$ cat src/rtl/branch_resolve_unit.sv
// ---------------------------------------------------------------------------
// branch_resolve_unit
//   D-stage branch resolution for the pipelined MIPS core. It evaluates one of
//   eight compare modes on the forwarded rs/rt operands. While a required
//   operand is still in flight, it holds the request in WAIT and raises
//   stall_req. The jump decision is registered and appears as a one-cycle
//   out_valid pulse, one cycle after the operands are ready.
//
// Optional feature macro: BRANCH_STATS_EN
//   Defined   : saturating counters for resolved branches, taken branches and
//               WAIT cycles.
//   Undefined : br_cnt, taken_cnt and wait_cnt are tied to 0. The port list
//               is the same in both builds.
//
// Parameters
//   WIDTH  operand width (two's complement for the zero-relative modes)
//   CNT_W  statistics counter width
//
// Ports
//   clk        system clock, rising edge
//   reset      asynchronous, active-high reset
//   flush      synchronous kill of any in-flight request
//   in_valid   branch instruction present in D stage
//   cmp_op     0 eq, 1 ne, 2 lez, 3 gtz, 4 ltz, 5 gez, 6 always, 7 never
//   rs_val     forwarded rs operand
//   rt_val     forwarded rt operand
//   rs_ready   rs_val is final
//   rt_ready   rt_val is final
//   stall_req  hold IF/D this cycle (combinational)
//   out_valid  one-cycle pulse: decision available
//   jump       branch taken; 0 whenever out_valid is 0
//   br_cnt     resolved branches
//   taken_cnt  taken branches
//   wait_cnt   cycles spent in WAIT
// ---------------------------------------------------------------------------
module branch_resolve_unit #(
  parameter int WIDTH = 32,
  parameter int CNT_W = 32
) (
  input  logic             clk,
  input  logic             reset,
  input  logic             flush,
  input  logic             in_valid,
  input  logic [2:0]       cmp_op,
  input  logic [WIDTH-1:0] rs_val,
  input  logic [WIDTH-1:0] rt_val,
  input  logic             rs_ready,
  input  logic             rt_ready,
  output logic             stall_req,
  output logic             out_valid,
  output logic             jump,
  output logic [CNT_W-1:0] br_cnt,
  output logic [CNT_W-1:0] taken_cnt,
  output logic [CNT_W-1:0] wait_cnt
);

  typedef enum logic {IDLE, WAIT} state_t;

  localparam logic [2:0] OP_EQ     = 3'd0;
  localparam logic [2:0] OP_NE     = 3'd1;
  localparam logic [2:0] OP_LEZ    = 3'd2;
  localparam logic [2:0] OP_GTZ    = 3'd3;
  localparam logic [2:0] OP_LTZ    = 3'd4;
  localparam logic [2:0] OP_GEZ    = 3'd5;
  localparam logic [2:0] OP_ALWAYS = 3'd6;

  localparam logic signed [WIDTH-1:0] ZERO = '0;

  // Operand readiness: two-operand compares need both, zero-relative ones
  // need rs only, always/never need nothing.
  function automatic logic need_ok_f(input logic [2:0] op,
                                     input logic       rsr,
                                     input logic       rtr);
    case (op)
      OP_EQ, OP_NE:                   return rsr & rtr;
      OP_LEZ, OP_GTZ, OP_LTZ, OP_GEZ: return rsr;
      default:                        return 1'b1;
    endcase
  endfunction

  function automatic logic result_f(input logic [2:0]       op,
                                    input logic [WIDTH-1:0] rs,
                                    input logic [WIDTH-1:0] rt);
    case (op)
      OP_EQ:     return rs == rt;
      OP_NE:     return rs != rt;
      OP_LEZ:    return $signed(rs) <= ZERO;
      OP_GTZ:    return $signed(rs) >  ZERO;
      OP_LTZ:    return rs[WIDTH-1];
      OP_GEZ:    return ~rs[WIDTH-1];
      OP_ALWAYS: return 1'b1;
      default:   return 1'b0;
    endcase
  endfunction

  state_t     state_q, state_d;
  logic [2:0] op_q, op_d;
  logic [2:0] sel_op;
  logic       active;
  logic       need_ok;
  logic       resolve;
  logic       result;

  // -------------------------------------------------------------------------
  // State and output registers
  // -------------------------------------------------------------------------
  // NOTE: all sequential state uses non-blocking assignments. Every flop then
  // samples pre-edge values, whatever order the blocks are evaluated in.
  always_ff @(posedge clk or posedge reset) begin
    if (reset) begin
      state_q   <= IDLE;
      op_q      <= 3'd0;
      out_valid <= 1'b0;
      jump      <= 1'b0;
    end else begin
      state_q   <= state_d;
      op_q      <= op_d;
      out_valid <= resolve;
      jump      <= resolve & result;
    end
  end

  // -------------------------------------------------------------------------
  // Next-state logic
  // -------------------------------------------------------------------------
  // NOTE: every signal driven here gets a default first. A missing branch
  // then cannot infer a latch.
  always_comb begin
    state_d = state_q;
    op_d    = op_q;
    if (flush) begin
      state_d = IDLE;
    end else begin
      case (state_q)
        IDLE: begin
          if (in_valid && !need_ok) begin
            state_d = WAIT;
            op_d    = cmp_op;
          end
        end
        WAIT: begin
          if (need_ok) state_d = IDLE;
        end
        default: state_d = IDLE;
      endcase
    end
  end

  // -------------------------------------------------------------------------
  // Output / datapath logic
  // -------------------------------------------------------------------------
  // In WAIT the latched op is used and the live cmp_op/in_valid are ignored.
  // The operands and ready flags are still taken live every cycle.
  always_comb begin
    sel_op    = (state_q == WAIT) ? op_q : cmp_op;
    active    = (state_q == WAIT) | in_valid;
    need_ok   = need_ok_f(sel_op, rs_ready, rt_ready);
    result    = result_f(sel_op, rs_val, rt_val);
    stall_req = active & ~need_ok;
    // A resolution coinciding with flush is dropped and leaves no trace.
    resolve   = active & need_ok & ~flush;
  end

  // -------------------------------------------------------------------------
  // Statistics
  // -------------------------------------------------------------------------
`ifdef BRANCH_STATS_EN
  localparam logic [CNT_W-1:0] CNT_ONE = {{(CNT_W-1){1'b0}}, 1'b1};

  // The counters update at the same edge that raises out_valid, so they
  // already include the pulse that is currently visible.
  always_ff @(posedge clk or posedge reset) begin
    if (reset) begin
      br_cnt    <= '0;
      taken_cnt <= '0;
      wait_cnt  <= '0;
    end else begin
      if (resolve && (br_cnt != '1))
        br_cnt <= br_cnt + CNT_ONE;
      if (resolve && result && (taken_cnt != '1))
        taken_cnt <= taken_cnt + CNT_ONE;
      if ((state_q == WAIT) && !flush && (wait_cnt != '1))
        wait_cnt <= wait_cnt + CNT_ONE;
    end
  end
`else
  assign br_cnt    = '0;
  assign taken_cnt = '0;
  assign wait_cnt  = '0;
`endif

endmodule

$ cat config.mk
export PLATFORM = sky130hd
export DESIGN_NAME = branch_resolve_unit
export DESIGN_NICKNAME = d
export VERILOG_FILES = /design/src/rtl/branch_resolve_unit.sv
export SDC_FILE = /design/constraint.sdc
export NUM_CORES = 1
export LEC_CHECK = 0
export BUFFER_PORTS_ARGS = -buffer_cell sky130_fd_sc_hd__buf_4
export CORE_MARGIN = 2
export CORE_UTILIZATION = 35
export CTS_CLUSTER_SIZE = 24
export DETAILED_ROUTE_END_ITERATION = 16
export PLACE_DENSITY = 0.85
export SETUP_SLACK_MARGIN = 0.05
export SLEW_MARGIN = 20
export SYNTH_ARGS = -nofsm -noshare
export SYNTH_HDL_FRONTEND = slang
export SYNTH_SLANG_ARGS = --single-unit
$ cat constraint.sdc
create_clock -name clk -period 2.07 [get_ports clk]
set_clock_uncertainty 0.15 [all_clocks]
set_input_delay 0.3105 -clock clk [delete_from_list [all_inputs] [get_ports clk]]
set_output_delay 0.3105 -clock clk [all_outputs]
set_load 0.05 [all_outputs]
* After elaboration in Yosys (flattened, before gate mapping)
Cells that the tools add are included.
** Storage, ports and cells
- Bits of input ports :: 73
- Output and inout bits :: 99
- Register bits :: 6
** Operators by class
- Equality and inequality tests :: 8
- Muxes and demuxes :: 7
- Bitwise gates (word level) :: 10
- Magnitude comparators :: 2
- Reduce and logical (&&, ||, !) cells :: 6
** Operators by type and width (count)
- $eq A32 B32 Y1 :: 1
- $gt A32 B1 Y1 const B :: 1
- $le A32 B1 Y1 const B :: 1
- $ne A32 B32 Y1 :: 1
- $eq A3 B3 Y1 const B :: 3
- $pmux W1 S7 :: 1
- $eq A3 B2 Y1 const B :: 2
- $and A1 B1 Y1 :: 5
- $not A1 Y1 :: 4
- $pmux W1 S2 :: 2
- $reduce_or A4 Y1 :: 1
- $eq A3 B1 Y1 const B :: 1
- $logic_not A3 Y1 :: 1
- $mux W1 :: 3
- $mux W3 :: 1
- $reduce_and A3 Y1 :: 1
- $reduce_or A2 Y1 :: 1
- $logic_and A1 B1 Y1 :: 1
- $logic_not A1 Y1 :: 1
- $or A1 B1 Y1 :: 1

* Depth between registers and ports, before layout
Gate-level depths: netlist of the first run.
- Word-level depth :: 9
- Depth in mapped cells :: 7
- Mapped depth without buffers :: 6

* Worst setup path after synthesis of the first run
OpenSTA, ideal clock, no wires.
- Kind :: register to output
- Start point :: register state_q
- End point :: output stall_req
- Cell stages (with the launch flop) :: 6
- Arrival time :: 1.762 ns
- Path slack :: -0.152 ns
- Data required time :: 1.610 ns
- Buffers on the path :: 1
- Path through :: dfrtp_1 -> buf_6 -> mux2i_2 -> nand2_2 -> o22a_2 -> nor2_1
** On the way
- Longest elaborated chain between the ends :: 6
- Elaborated cells between the ends (all ways) :: 13
** Ends and longest elaborated chain
- from (decl) :: line 96 : state_t state_q, state_d;
- from (signal assigned) :: line 116 : state_q <= state_d;
- $mux W3 :: line 155 : sel_op = (state_q == WAIT) ? op_q : cmp_op;
- $eq A3 B3 Y1 (tied with other cells) :: line 74 : case (op)
- $reduce_or A4 Y1 / $reduce_or A2 Y1 (equally long branches) :: line 74
- $pmux W1 S2 :: line 74
- $not A1 Y1 :: line 159 : stall_req = active & ~need_ok;
- $and A1 B1 Y1 * :: line 159
- to (decl) :: line 49 : output logic stall_req,
Mark *: on every way between the ends. The rest lies on a longest branch, timed or not.

* Worst setup path after layout of the first run
Same ends and word-level chain as after synthesis.

==> flow_metrics.py, run 1 <==
metrics = {
    "timing": {
        "fin_hold_ws_ns": 0.121,
        "min_period_ns": 2.01,
        "setup_viol": 0,
        "setup_tns_ns": 0,
        "max_freq_mhz": 498,
        "drv_slew": 0,
        "hold_viol_final": 0,
        "setup_ws_ns": 0.0600,
        "period_share_pct": 97.1,
        "rsz0062_at_grt": "no",
    },
    "final_layout": {
        "seqCellArea_um2": 151,
        "finalNonFillerCells": 323,
        "area_growth_pct": 25.9,
        "drive_gt1_share_pct": 35.9,
        "final_area_um2": 1910,
        "fin_nets": 348,
        "antenna_cells": 0,
        "multi_input_area_um2": 1010,
        "finish.utilization_pct": 46.7,
        "nFillCells": 416,
    },
    "pwr": {
        "p_clk_share_pct": 16.5,
        "seqPwrFrac_pct": 15.1,
        "intPower_uw": 458,
        "power.density_nw_per_um2": 545,
        "power_mw": 1.04,
        "ir_drop_mv": 0.262,
        "p_sw_share_pct": 56.0,
        "switching_power_uw": 582,
        "p_leak_nw": 0.965,
        "comb_power_share_pct": 68.4,
    },
    "cts": {
        "htreeDepth": 1,
        "cts_tree": "built",
        "cts_sinks": 6,
        "path_clk_slew_ns": 0.03,
        "worstSkewPairLatency_ns": 0.22,
        "cts_buffers": 3,
        "clockRootBuffer": "clkbuf_8",
        "clockBufferDepth": 2,
    },
    "synthesis": {
        "synth_top_area_share_pct": 47.5,
        "synth_cell_types": 25,
        "ys_top_cells_by_area": "buf_4 48%, xnor2_1 19%, dfrtp_1 9.9%",
        "synth_top_cell_by_area": "buf_4",
        "syn-cell-area_um2": 1520,
        "synth_warnings": 0,
        "ys_ff_latch": 6,
        "synth_edf_count": 0,
        "avgSynthCellArea_um2": 8.07,
        "synthFlopType": "dfrtp_1",
        "ys_async_sr_fraction_pct": 100,
        "synth_cells": 188,
        "seq_area_frac_synth_pct": 9.90,
        "synth.most_common_cell": "buf_4",
        "synth_common_cells": "96 x buf_4, 33 x xnor2_1, 11 x nand4_1",
    },
    "placed_design": {
        "pre_cts_slack_ns": -0.0434,
        "port_buffers": 75,
        "gp_congestion": 0.856,
        "dp_cells": 313,
        "dpl_cell_area_um2": 1780,
        "dpl.hpwl_mm": 3.42,
    },
    "critical_path": {
        "slowest_delay_ns": 0.43,
        "crit_family": "flip-flops",
        "critPathKind": "reg -> out",
        "worst_ep_required_time_ns": 1.61,
        "path_cells": "mux2i_4 > nand2_2 > o22a_2 > nor2_2 > buf_6",
        "crit_path_end_kind": "primary output",
        "path_depth": 5,
        "startpoint_type": "flop",
        "reg2reg_depth": 6,
        "cp_slowest_cell": "dfrtp_2",
        "cp_data_arrival_time_ns": 1.55,
        "critPathBufInv": 1,
        "crit_fanout": 3,
    },
    "floorplanning": {
        "pin_count": 172,
        "core_area_um2": 4090,
        "rows": 23,
        "start_util_pct": 37.1,
        "die_w_um": 69.8,
        "die-area_um2": 4880,
        "die_h_um": 69.8,
    },
    "route": {
        "drc": 0,
        "wl_per_cell_um": 11.8,
        "routed_via_density": 3.87,
        "vias": 1249,
        "drt_wl_total_mm": 3.83,
        "ant_nets": 0,
        "drt_iter0_markers": 24,
        "dr.pass1.iters": 4,
    },
    "global_route": {
        "grt_max_degree": 7,
        "grt_pass1_vias": 1144,
        "antenna_found_initial": 0,
        "grt_first_pass_wirelength_mm": 5.41,
        "grt_overflow": 0,
        "track_usage_pct": 13.9,
    },
    "outcome": {
        "outcome": "completed",
    },
    "flow_run": {
        "maxCapViolations": 0,
    },
    "min_path": {
        "hold_depth": 2,
        "hold_path_class": "in -> reg",
    },
}
## cells by family (layout without fill, tap and decap cells)
logic type	after synthesis	count (layout)	synth area share (%)
and+or+nand+nor	37	37	14.1
buffers and inverters	99	89	48.8
DFF	6	6	9.90
other	1	96	0.247
muxes	7	7	5.28
xor gates and xnor gates	33	33	19.1
AOI/OAI and AO/OA	5	5	2.64
## sequential cells by signal, indices dropped and copies added (netlist names)
| signal | count |
|---|---|
| state_q | 1 |
| op_q | 3 |
| out_valid | 1 |
| jump | 1 |
## cell type report
| type | instances | area share (%) |
|---|---|---|
| clock buffers | 3 | 2.16 |
| multi-input cells | 178 | 52.9 |
| repair buffers | 84 | 33.4 |
| inverters | 2 | 0.393 |
| flip-flops and latches | 6 | 7.93 |
| well taps | 50 | 3.28 |
## worst paths after layout
| kind | end | start | slack (ns) |
|---|---|---|---|
| max in group asynchronous | state_q | reset | 1.15 |
| worst min-delay path | state_q | flush | 0.12 |
| worst max register to register | op_q[0] | state_q | 0.14 |
| min in group asynchronous | jump | reset | 0.42 |
| worst max-delay path | stall_req | state_q | 0.06 |
| worst min register to register | op_q[0] | op_q[0] | 0.35 |
## placed cells by master (no fill, tap or decap), drive strengths merged, types with 2 or more instances in the layout
| cell | Yosys | final |
|---|---|---|
| mux2 | 5 | 5 |
| nor4 | 10 | 10 |
| conb | 1 | 96 |
| buf | 97 | 83 |
| mux2i | 2 | 2 |
| inv | 2 | 2 |
| nand2 | 2 | 2 |
| nor2 | 8 | 8 |
| clkbuf | 0 | 3 |
| dfrtp | 6 | 6 |
| nor3 | 3 | 3 |
| nand3 | 2 | 2 |
| xnor2 | 33 | 33 |
| nand4 | 11 | 11 |
## power groups by stage
stage	sequential (mW)	combinational [mW]	clock, mW
global placement	0.152	0.674	0
floorplan	0.157	0.653	0
finish	0.157	0.711	0.171
global route	0.160	0.747	0.178
detailed placement	0.153	0.681	0
CTS	0.157	0.697	0.172
## routing by layer
layer / up-vias / routed length, um / track usage [%]
met4: 0 / 53 / 2.35
met1: 560 / 1220 / 14.3
met3: 6 / 351 / 2.47
met2: 80 / 2200 / 28.6
li1: 603 / - / -
met5: - / 0 / 0
## what timing repair did
action | 4_1_cts | 5_1_grt
gates resized for setup | 5 | 1
hold buffers | 1 | 0
pin swaps | 0 | 2
endpoints found under the hold margin | 6 | 0
buffers inserted | 2 | 4
cloned | 0 | 0
setup endpoints to repair | 1 | 1
No activity file was read; power rests on OpenSTA's default activity.
==> run 2: changes to the inputs <==
--- a/config.mk
+++ b/config.mk
@@ -6,8 +6,10 @@
 export NUM_CORES = 1
 export LEC_CHECK = 0
 export BUFFER_PORTS_ARGS = -buffer_cell sky130_fd_sc_hd__buf_4
-export CORE_MARGIN = 2
-export CORE_UTILIZATION = 35
+export CELL_PAD_IN_SITES_DETAIL_PLACEMENT = 0
+export CELL_PAD_IN_SITES_GLOBAL_PLACEMENT = 1
+export CORE_MARGIN = 4
+export CORE_UTILIZATION = 22
 export CTS_CLUSTER_SIZE = 24
 export DETAILED_ROUTE_END_ITERATION = 16
 export PLACE_DENSITY = 0.85
==> run 2 against run 1 <==
  * Critical path type unchanged
  * Final cell count rose by 8.0%
  * Setup slack improved by 0.0090 ns
  * Wire length rose by 14%
  * Sequential share of layout area fell by 0.098 points
  * First-iteration DRC count rose by 38%
  * Register-to-register slack improved by 0.03 ns
  * Combinational power fell by 0.6%
  * Total power barely moved
  * Sequential power barely moved
  * Core utilization fell by 17 points
==> flow_metrics.py, run 2 (same netlist as run 1, synthesis figures left out) <==
metrics = {
    "final_layout": {
        "antenna_cells": 0,
        "fin_nets": 347,
        "largest_reg_flops": 3,
        "layout_commonest_cell": "conb_1",
        "final_area_um2": 1930,
        "drive_gt1_share_pct": 35.3,
        "final_cell_mix": "96 x conb_1, 81 x buf_4, 33 x xnor2_1",
        "top_register": "op_q",
        "area_growth_pct": 27.5,
    },
    "pwr": {
        "p_sw_share_pct": 56.4,
        "switching_power_uw": 586,
        "p_leak_nw": 0.961,
        "ir_drop_mv": 0.219,
        "p_clk_share_pct": 16.9,
        "power.density_nw_per_um2": 538,
        "comb_power_share_pct": 68.0,
        "seqPwrFrac_pct": 15.1,
        "intPower_uw": 453,
    },
    "placed_design": {
        "dpl_cell_area_um2": 1830,
        "dpl.hpwl_mm": 4.06,
        "gp_congestion": 0.705,
        "port_buffers": 75,
    },
    "min_path": {
        "hold_depth": 2,
        "hold_path_class": "in -> reg",
        "hp-start": "flush",
        "min_to": "state_q",
    },
    "cts": {
        "cts_sinks": 6,
        "cts_tree": "built",
        "cts_buffers": 3,
        "clockBufferDepth": 2,
        "clockRootBuffer": "clkbuf_8",
        "worstSkewPairLatency_ns": 0.22,
        "path_clk_slew_ns": 0.03,
        "htreeDepth": 1,
    },
    "floorplanning": {
        "rows": 29,
        "start_util_pct": 23.2,
        "die-area_um2": 8290,
        "die_w_um": 91.0,
        "pin_count": 172,
        "die_h_um": 91.0,
        "core_area_um2": 6530,
    },
    "timing": {
        "hold_viol_final": 0,
        "max_freq_mhz": 500,
        "setup_viol": 0,
        "setup_tns_ns": 0,
        "min_period_ns": 2.00,
        "rsz0062_at_grt": "yes",
        "period_share_pct": 96.7,
        "drv_slew": 0,
    },
    "critical_path": {
        "reg2reg_from": "state_q",
        "critPathKind": "reg -> out",
        "r2r_end": "op_q[2]",
        "crit_fanout": 4,
        "crit_path_end_kind": "primary output",
        "cp_data_arrival_time_ns": 1.54,
        "startpoint_type": "flop",
        "critPathLaunch": "state_q",
        "reg2reg_depth": 6,
        "r2r_slack_ns": 0.17,
        "worst_ep_required_time_ns": 1.61,
    },
    "outcome": {
        "outcome": "completed",
    },
    "route": {
        "wl_per_cell_um": 12.4,
        "drt_wl_total_mm": 4.35,
        "ant_nets": 0,
        "vias": 1269,
        "dr.pass1.iters": 4,
        "routed_via_density": 3.64,
        "drt_iter0_markers": 33,
        "drc": 0,
    },
    "global_route": {
        "grt_first_pass_wirelength_mm": 6.29,
        "grt_overflow": 0,
        "antenna_found_initial": 0,
        "grt_pass1_vias": 1328,
        "track_usage_pct": 9.49,
        "grt_max_degree": 7,
    },
    "flow_run": {
        "maxCapViolations": 0,
    },
}
run 2: cell types whose count changed in the layout (fill, tap and decap cells not counted):
cell    delta
buf_4      -1
nor2_1     +1
nor2_2     -1
run 2: layout make-up:
type,instances,area [um^2]
Tap cell,77,96.3
Sequential cell,6,151
Fill cell,717,4600
Inverter,2,7.51
Timing Repair Buffer,83,629
Multi-Input combinational cell,178,1010
Clock buffer,3,41.3
run 2: per-stage QoR:
stage | total power [mW] | instances | setup WS, ns | hold WS, ns | util (%)
detailed placement | 0.842 | 342 | 0.0559 | 0.0930 | 28.1
floorplan | 0.810 | 283 | 0.0678 | -0.0485 | -
global placement | 0.836 | 342 | 0.0952 | 0.0948 | 28.1
CTS | 1.05 | 349 | 0.0524 | 0.117 | 29.6
finish | 1.04 | 349 | 0.0690 | 0.129 | 29.6
global route | 1.09 | 349 | 0.00414 | 0.129 | 29.6
run 2: timing repair:
item                                    4_1_cts  5_1_grt
setup buffers                                 3        0
hold buffers                                  1        0
endpoints found under the hold margin         6        0
resized for setup                             5        0
pin swaps                                     2        0
endpoints found under the setup margin        1        1
run 2: worst max path at each step:
stage	slack (ns)	to
after floorplan	0.07	stall_req
after global placement	0.1	jump
after detailed placement	0.06	jump
after CTS	0.05	stall_req
after global routing	0.004	stall_req
final	0.07	stall_req
run 2: per-layer routing:
layer	wire (um)	track usage, %
met1	1530	10.2
met2	2330	18.6
met3	477	2.89
met4	11	1.13
met5	0	0
run 2: critical path, cell delays in order, from the launching register on:
cell	delay, ns
dfrtp_2	0.43
mux2i_4	0.29
nand2_2	0.10
o22a_2	0.25
nor2_2	0.09
buf_6	0.16
run 2: power by group through the flow:
| stage | registers, mW | clock network, mW | logic (mW) |
|---|---|---|---|
| floorplan | 0.157 | 0 | 0.653 |
| global placement | 0.151 | 0 | 0.685 |
| detailed placement | 0.153 | 0 | 0.690 |
| CTS | 0.156 | 0.184 | 0.708 |
| global route | 0.160 | 0.189 | 0.746 |
| finish | 0.157 | 0.175 | 0.707 |
